--- src/rtl/bus_glue_mux.sv ---
// Upstream-to-downstream bus glue: decodes a flat address space onto NCH
// register channels, registers strobes, and tracks reads with a tag pipeline.
module bus_glue_mux #(
  parameter int AW = 24,
  parameter int DW = 32,
  parameter int NCH = 2,
  parameter int SUB_AW = 12,
  parameter int RD_LAT = 1,
  parameter logic [DW-1:0] MISS_VAL = 32'hDEADBEEF
) (
  input  logic                  clk,
  input  logic                  rst,
  input  logic [AW-1:0]         u_addr,
  input  logic [DW-1:0]         u_wdata,
  input  logic                  u_wstb,
  input  logic                  u_rstb,
  output logic [DW-1:0]         u_rdata,
  output logic                  u_rvalid,
  output logic [NCH*SUB_AW-1:0] d_addr,
  output logic [NCH*DW-1:0]     d_wdata,
  output logic [NCH-1:0]        d_wstb,
  output logic [NCH-1:0]        d_rstb,
  input  logic [NCH*DW-1:0]     d_rdata,
  output logic [7:0]            miss_cnt
);

  localparam int CW = (NCH > 1) ? $clog2(NCH) : 1;
  localparam logic [CW:0] NCH_V = (CW+1)'(NCH);

  logic [CW-1:0] sel;
  logic          hit;
  logic          any_stb;
  logic [RD_LAT:0] tag_valid;
  logic [RD_LAT:0] tag_miss;
  logic [CW-1:0]   tag_sel [RD_LAT+1];
  logic [DW-1:0]   ret_data;

  // A hit needs an in-range channel number and all address bits above it clear.
  assign sel     = u_addr[SUB_AW +: CW];
  assign hit     = ((u_addr >> (SUB_AW + CW)) == '0) && ({1'b0, sel} < NCH_V);
  assign any_stb = u_wstb | u_rstb;

  always_comb begin
    ret_data = '0;
    for (int k = 0; k < NCH; k++) begin
      if (tag_sel[RD_LAT] == CW'(k)) ret_data = d_rdata[k*DW +: DW];
    end
  end

  always_ff @(posedge clk) begin
    if (rst) begin
      d_wstb    <= '0;
      d_rstb    <= '0;
      d_addr    <= '0;
      d_wdata   <= '0;
      miss_cnt  <= '0;
      tag_valid <= '0;
      tag_miss  <= '0;
      for (int i = 0; i <= RD_LAT; i++) tag_sel[i] <= '0;
      u_rvalid  <= 1'b0;
      u_rdata   <= '0;
    end else begin
      for (int k = 0; k < NCH; k++) begin
        d_wstb[k] <= u_wstb && hit && (sel == CW'(k));
        d_rstb[k] <= u_rstb && hit && (sel == CW'(k));
        if (any_stb) begin
          d_addr[k*SUB_AW +: SUB_AW] <= u_addr[SUB_AW-1:0];
          d_wdata[k*DW +: DW]        <= u_wdata;
        end
      end
      // A read and a write in the same cycle that both miss count once.
      if (any_stb && !hit && (miss_cnt != 8'hFF)) miss_cnt <= miss_cnt + 8'd1;
      tag_valid <= {tag_valid[RD_LAT-1:0], u_rstb};
      tag_miss  <= {tag_miss[RD_LAT-1:0], !hit};
      tag_sel[0] <= sel;
      for (int i = 1; i <= RD_LAT; i++) tag_sel[i] <= tag_sel[i-1];
      u_rvalid <= tag_valid[RD_LAT];
      if (tag_valid[RD_LAT]) u_rdata <= tag_miss[RD_LAT] ? MISS_VAL : ret_data;
    end
  end

endmodule

--- config.mk ---
export PLATFORM = sky130hd
export DESIGN_NAME = bus_glue_mux
export DESIGN_NICKNAME = d
export VERILOG_FILES = /design/src/rtl/bus_glue_mux.sv
export SDC_FILE = /design/constraint.sdc
export NUM_CORES = 1
export LEC_CHECK = 0
export BUFFER_PORTS_ARGS = -buffer_cell sky130_fd_sc_hd__buf_2
export CORE_UTILIZATION = 25
export CTS_CLUSTER_SIZE = 28
export DETAILED_ROUTE_END_ITERATION = 10
export PLACE_DENSITY_LB_ADDON = 0.3
export SYNTH_ARGS = -nofsm -noshare
export SYNTH_HDL_FRONTEND = slang
export SYNTH_SLANG_ARGS = --single-unit
--- constraint.sdc ---
create_clock -name clk -period 1.7 [get_ports clk]
set_input_delay 0.34 -clock clk [delete_from_list [all_inputs] [get_ports clk]]
set_output_delay 0.34 -clock clk [all_outputs]
set_load 0.03 [all_outputs]
# Yosys cells after proc, flatten, opt, wreduce, memory -nomap -nowiden
# Memories as Yosys holds them, arrays and structs flattened.
# Cells that the tools add are included.
# totals
ff_bits	137
ram_bits	2
input_bits	124
word_cells	33
n_memories	1
# memory_table
memory	depth	width	rd	rd_ports_with_merged_regs	wr	line_no	rtl
tag_sel	2	1	2	0	2	35	logic [CW-1:0] tag_sel [RD_LAT+1];
# op_classes
n_addsub	1
n_eq_ne	1
muxes	7
n_bitwise	4
n_reduce_logical	10
# op_table
cell	n
32-bit 2-to-1 mux	2
24-bit logical NOT	1
8-bit by 1-bit adder with 8-bit output, second input constant	1
1-bit logical AND	8
8-bit != test, second input constant	1
1-bit 2-to-1 mux	5
1-bit bitwise OR	3
1-bit logical NOT	1
1-bit NOT	1

# Depth between registers and ports, before layout
# Gate-level depths: netlist of the first run.
# depth
word_depth	4
mapped_depth	6

# Least setup slack after synthesis of the first run
# OpenSTA, ideal clock, no wires.
# synth_path
path_type	register to register
start	register miss_cnt[0]
end	register miss_cnt[4]
setup_time_ns	0.123
arrival_ns	1.614
t_required_ns	1.577
slack_ns	-0.037
path_stages_with_launch	6
path_buffers	0
path_cell_list	dfxtp_1 -> ha_1 -> nand2_1 -> nor3_2 -> nor4_1 -> mux2_1
# synth_via
elab_chain_len	2
# synth_rtl
element	line_no	rtl
start: declaration	24	output logic [7:0] miss_cnt
start signal: assignment	72	if (any_stb && !hit && (miss_cnt != 8'hFF)) miss_cnt <= miss_cnt + 8'd1;
parallel branches: the longest is 2 deep, another holds 8-bit by 1-bit adder with 8-bit output	n/a	
# Several ways; the timed one is not identified.
# A chain may end at the register's enable or synchronous reset.

# Worst setup path after layout of the first run
# Ends and elaborated chain as after synthesis.

==> flow_metrics.py, run 1 <==
metrics = {
    "outcome": {
        "outcome": "finished clean",
    },
    "global_route": {
        "grt_use_total_pct": 12.7,
        "antenna_found_initial": 2,
        "grt_pass1_vias": 3256,
        "grt_overflow": 0,
        "grt_max_degree": 45,
        "grt_pass1_wl_um": 16300,
    },
    "clocking": {
        "cts_setup_buffers": 0,
        "clock_latency_ps": 340,
        "clock-sinks": 95,
        "cts_max_level": 3,
        "cts_tree": "done",
        "clock-root-buffer": "clkbuf_16",
        "cts_resized": 0,
        "numCtsBuffers": 9,
        "clkTransAtPathRegs_ps": 70,
        "clock_path_buffers": 2,
        "cts_hold_buffers": 0,
    },
    "critical_path": {
        "end_kind": "register",
        "arrival_ps": 1780,
        "crit_type": "reg2reg",
        "r2r_slack_ps": 150,
        "startpoint_type": "register",
        "worstPathMaxFanout": 7,
        "cp_data_required_time_ps": 1930,
    },
    "timing": {
        "setup_tns_ps": 0,
        "clock_skew_ps": 6.91,
        "fmax_mhz": 646,
        "fin_crit_ps": 1550,
        "slew_viol_final": 0,
        "rsz0062_at_grt": "false",
        "hold_viol": 0,
        "hold_ws_ps": 190,
        "slew_headroom_pct": 68.5,
        "fin_crit_sh_pct": 91.0,
        "tightest_slew_ps": 473,
        "setup_viol": 0,
    },
    "detailed_routing": {
        "wl_per_cell_um": 12.1,
        "top_layer": "met5",
        "drc": 0,
        "drt_first_pass_iters": 4,
        "wirelength_um": 10800,
        "wl_met3_um": 1000,
        "viasPerCell": 4.28,
        "drt_iter0_markers": 87,
        "drt-met1-wl_um": 4610,
        "ant_nets": 0,
        "dr_wl_met2_um": 5040,
        "vias": 3816,
    },
    "cells_and_area": {
        "drive_gt1_share_pct": 43.4,
        "syn_to_final_growth_pct": 38.4,
        "fin_nets": 795,
    },
    "synth": {
        "syn_area_per_cell_um2": 8.61,
        "synth_fp_nets": 594,
        "synth_cell_types": 33,
        "netlist_instances": 469,
        "synth_area_leaders": "dfxtp_1, buf_4, nand2_1",
        "netlist_area_um2": 4040,
        "synth_seq_area_share_pct": 47.1,
        "ys_seq_elements": 95,
        "synth_top_cell_by_area": "dfxtp_1",
        "synth_top_area_share_pct": 47.1,
        "yosys_warnings": 0,
    },
    "pwr": {
        "p_leak_nw": 2.77,
        "ir_drop_mv": 0.570,
        "power_density_nw_per_um2": 1050,
    },
    "floorplan": {
        "ioPinCount": 257,
        "row_count": 46,
        "coreArea_um2": 15800,
        "die_area_um2": 16700,
        "fp.dieW_um": 129,
        "initial_core_util_pct": 25.5,
        "die-height_um": 129,
    },
    "placed_design": {
        "place.gp.congestion": 0.714,
        "portBuffers": 256,
        "dp_hpwl_um": 7880,
    },
    "flow_run": {
        "maxCapViolCount": 0,
    },
    "hold_path": {
        "min_path_type": "in2reg",
    },
}
==> logic make-up (layout without fill, tap and decap cells) <==
logic type	Yosys count	count (layout)	share of synthesized area, %
AO/OA/AOI/OAI	86	86	11.9
adder cells (fa/ha/maj)	1	1	0.310
buffers and inverters	78	284	12.3
flip-flops	95	95	47.1
multiplexers	35	35	9.51
other	0	1	0
AND/OR/NAND/NOR	174	174	18.9
==> layer usage <==
metal | up-vias | GRT usage [%]
li1 | 1934 | -
met1 | 1680 | 14.4
met2 | 187 | 21.9
met3 | 13 | 4.09
met4 | 2 | 5.61
met5 | - | 0
==> registers in the layout, summed over array words and instances (netlist names) <==
name	cells
tag_sel	2
u_rdata	32
miss_cnt	8
d_addr	12
d_rstb	2
tag_valid	2
u_rvalid	1
d_wdata	32
tag_miss	2
d_wstb	2
==> stage by stage <==
stage	cell area [um^2]	setup slack, ps	power (mW)	instances	util, %
floorplan	4040	98.4	3.15	469	-
global placement	5210	102	3.44	875	32.9
detailed placement	5210	76.2	3.44	875	32.9
CTS	5580	59.7	5.97	891	35.3
global route	5590	24.3	6.14	891	35.3
finish	5590	152	5.85	892	35.3
==> critical path, stage by stage, from the launching register on <==
cell,delay (ps)
dfxtp_2,340
ha_1,260
nand2_1,150
nor3_4,70
nor4_1,270
mux2_1,350
==> worst paths after layout <==
| check | from | endpoint | cells after the start |
|---|---|---|---|
| worst max-delay path | miss_cnt[0]$_SDFFE_PP0P_ | miss_cnt[4]$_SDFFE_PP0P_ | 5 |
| worst max register to register | miss_cnt[0]$_SDFFE_PP0P_ | miss_cnt[4]$_SDFFE_PP0P_ | 5 |
| worst min register to register | tag_valid[0]$_SDFF_PP0_ | tag_valid[1]$_SDFF_PP0_ | 1 |
| worst min-delay path | u_addr[12] | d_rstb[0]$_SDFF_PP0_ | 2 |
==> where the power goes <==
part | switching, mW | internal (mW)
combinational | 0.625 | 0.346
sequential | 0.0706 | 2.34
clock | 0.879 | 1.59
total | 1.57 | 4.28
==> cells in the final DEF, fill, tap and decap left out, types with 3 or more instances in the layout <==
master     count
a21oi_1       57
nor4_1         5
nor2_1        46
buf_4          9
nor2b_1        8
buf_2        255
mux2_1        25
nand2_1       93
clkbuf_16      9
dfxtp_1       93
nor3_1         3
bufinv_16      4
nand3_1        4
o31ai_1        3
o22ai_1       24
mux2i_1        8
==> layout make-up <==
class	count	area [um^2]
Fill cell	1670	10200
Sequential cell	95	1900
Multi-Input combinational cell	296	1650
Timing Repair Buffer	266	1380
Tap cell	216	270
Clock buffer	9	225
Clock inverter	7	143
Inverter	2	7.51
Antenna cell	1	2.50
==> cell usage after synthesis <==
cell	instances
a211oi_2	1
a21oi_1	57
and3_1	2
and3_4	1
buf_1	5
buf_2	4
buf_4	49
buf_6	2
clkbuf_1	16
clkinv_1	1
dfxtp_1	95
ha_1	1
inv_1	1
mux2_1	25
mux2_2	2
mux2i_1	8
nand2_1	93
nand2b_1	2
nand3_1	4
nand3_2	1
nor2_1	47
nor2b_1	8
nor3_1	3
nor3_2	1
nor4_1	5
nor4b_1	1
nor4b_2	1
o22ai_1	24
o31ai_1	3
o41ai_1	1
or2_1	1
or4_1	2
or4b_1	2
(Power assumes the default switching activity.)
==> inputs of run 2 (changes only) <==
--- a/config.mk
+++ b/config.mk
@@ -6,7 +6,9 @@
 export NUM_CORES = 1
 export LEC_CHECK = 0
 export BUFFER_PORTS_ARGS = -buffer_cell sky130_fd_sc_hd__buf_2
+export CAP_MARGIN = 40
 export CORE_UTILIZATION = 25
+export CTS_BUF_LIST = sky130_fd_sc_hd__clkbuf_2 sky130_fd_sc_hd__clkbuf_4 sky130_fd_sc_hd__clkbuf_8
 export CTS_CLUSTER_SIZE = 28
 export DETAILED_ROUTE_END_ITERATION = 10
 export PLACE_DENSITY_LB_ADDON = 0.3
==> run 2 against run 1 <==
  * Hold slack worse by 36 ps
  * Maximum frequency is 0.14% lower
  * Die area stayed put
  * First-iteration DRC count stayed put
  * Worst setup slack worse by 2.2 ps
  * Critical endpoint unchanged
  * Largest cell class unchanged
==> flow_metrics.py, run 2 (synthesis results as in run 1) <==
metrics = {
    "clocking": {
        "cts_hold_buffers": 0,
        "clock_path_buffers": 2,
        "clock-root-buffer": "clkbuf_8",
        "clock-sinks": 95,
        "clkTransAtPathRegs_ps": 100,
        "clock_latency_ps": 360,
        "cts_setup_buffers": 0,
        "cts_tree": "done",
        "numCtsBuffers": 9,
        "cts_max_level": 3,
    },
    "global_route": {
        "grt_pass1_vias": 3261,
        "grt_use_total_pct": 12.8,
        "grt_max_degree": 45,
        "grt_overflow": 0,
        "antenna_found_initial": 2,
        "grt_pass1_wl_um": 16300,
    },
    "detailed_routing": {
        "drt_first_pass_iters": 4,
        "wl_per_cell_um": 12.2,
        "drc": 0,
        "drt_iter0_markers": 87,
        "viasPerCell": 4.27,
        "vias": 3807,
        "ant_nets": 0,
        "wirelength_um": 10800,
    },
    "timing": {
        "hold_ws_ps": 155,
        "fmax_mhz": 645,
        "setup_viol": 0,
        "slew_viol_final": 0,
        "fin_ws_ps": 150,
        "rsz0062_at_grt": "false",
        "tightest_slew_ps": 481,
        "hold_viol": 0,
        "fin_crit_sh_pct": 91.2,
        "clock_skew_ps": 8.47,
        "slew_headroom_pct": 67.9,
        "fin_crit_ps": 1550,
        "setup_tns_ps": 0,
    },
    "critical_path": {
        "crit_type": "reg2reg",
        "startpoint_type": "register",
        "worstPathMaxFanout": 7,
        "r2r_cells": 5,
        "path_depth": 5,
        "max_stage_delay_ps": 350,
        "worst-path-buf-inv": 0,
        "reg2reg_from": "miss_cnt[0]$_SDFFE_PP0P_",
        "r2r_slack_ps": 150,
        "end_kind": "register",
        "crit_slowest_cell": "dfxtp_2",
        "cp_top_family": "simple AND/OR/NAND/NOR gates",
        "arrival_ps": 1810,
        "path_cells": "ha_1 -> nand2_1 -> nor3_4 -> nor4_1 -> mux2_1",
        "rr_endpoint": "miss_cnt[4]$_SDFFE_PP0P_",
        "cp_data_required_time_ps": 1960,
    },
    "cells_and_area": {
        "final_cell_mix": "buf_2, nand2_1, dfxtp_1, a21oi_1, nor2_1",
        "final_core_util_pct": 34.7,
        "drive_gt1_share_pct": 43.4,
        "reg_top3": "d_wdata: 32 flops, u_rdata: 32 flops, d_addr: 12 flops",
        "final_area_um2": 5490,
        "fin_nets": 795,
        "n_fill_cell": 1678,
        "instances_no_fill": 892,
        "syn_to_final_growth_pct": 35.9,
        "final_common_cell": "buf_2",
    },
    "pwr": {
        "ir_drop_mv": 0.465,
        "power_density_nw_per_um2": 972,
        "p_leak_nw": 2.73,
        "power_mw": 5.34,
    },
    "floorplan": {
        "ioPinCount": 257,
        "die_area_um2": 16700,
        "coreArea_um2": 15800,
        "initial_core_util_pct": 25.5,
        "fp.dieW_um": 129,
        "row_count": 46,
        "die-height_um": 129,
    },
    "hold_path": {
        "hp-start": "u_addr[12]",
        "min_path_type": "in2reg",
        "min_path_cells": 2,
        "hold_end": "d_rstb[0]$_SDFF_PP0_",
    },
    "placed_design": {
        "dp.cells": 875,
        "place_ws_ps": 76.2,
        "dp_hpwl_um": 7880,
        "placed_area_um2": 5210,
        "portBuffers": 256,
        "place.gp.congestion": 0.714,
    },
    "flow_run": {
        "maxCapViolCount": 0,
    },
    "outcome": {
        "outcome": "finished clean",
    },
}
[run 2: changes by cell type in the layout (fill, tap and decap cells not counted)]
cell | before | now
clkbuf_16 | 9 | 0
clkbuf_8 | 0 | 9
[run 2: how the worst max path moves through the flow]
stage	start	endpoint	slack, ps
5_1_grt	miss_cnt[0]$_SDFFE_PP0P_	miss_cnt[4]$_SDFFE_PP0P_	20
4_1_cts	miss_cnt[0]$_SDFFE_PP0P_	miss_cnt[4]$_SDFFE_PP0P_	60
3_5_place_dp	u_addr[17]	miss_cnt[4]$_SDFFE_PP0P_	80
2_1_floorplan	miss_cnt[0]$_SDFFE_PP0P_	miss_cnt[4]$_SDFFE_PP0P_	100
3_3_place_gp	miss_cnt[0]$_SDFFE_PP0P_	miss_cnt[4]$_SDFFE_PP0P_	100
6_report	miss_cnt[0]$_SDFFE_PP0P_	miss_cnt[4]$_SDFFE_PP0P_	150
[run 2: worst reg2reg max path, cell delays in order (launching register included)]
cell	delay (ps)
dfxtp_2	350
ha_1	260
nand2_1	150
nor3_4	70
nor4_1	270
mux2_1	350
[run 2: per-layer routing]
| layer | global-route usage, % | up-vias | wire length (um) |
|---|---|---|---|
| met3 | 4.09 | 13 | 979 |
| met5 | 0 | - | 17 |
| met4 | 6.02 | 2 | 182 |
| met2 | 22.0 | 183 | 5060 |
| met1 | 14.3 | 1677 | 4610 |
| li1 | - | 1932 | - |
[run 2: power breakdown]
part	leakage (nW)	switching (mW)	internal (mW)	total [mW]
clock	0.134	0.824	1.13	1.95
sequential	0.782	0.0708	2.34	2.41
combinational	1.81	0.626	0.346	0.971
total	2.73	1.52	3.82	5.34
[run 2: repair_timing]
action | in CTS | in global routing
endpoints found under the setup margin | 0 | 1
resized for setup | 0 | 1
endpoints found under the hold margin | 0 | 0
[run 2: final cells by class]
cell class / count / area (um^2) / share of cell area (%)
Sequential cell: 95 / 1900 / 34.7
Inverter: 2 / 7.51 / 0.137
Clock buffer: 9 / 124 / 2.26
Antenna cell: 1 / 2.50 / 0.0456
Clock inverter: 7 / 143 / 2.60
Tap cell: 216 / 270 / 4.92
Timing Repair Buffer: 266 / 1380 / 25.2
Multi-Input combinational cell: 296 / 1650 / 30.1
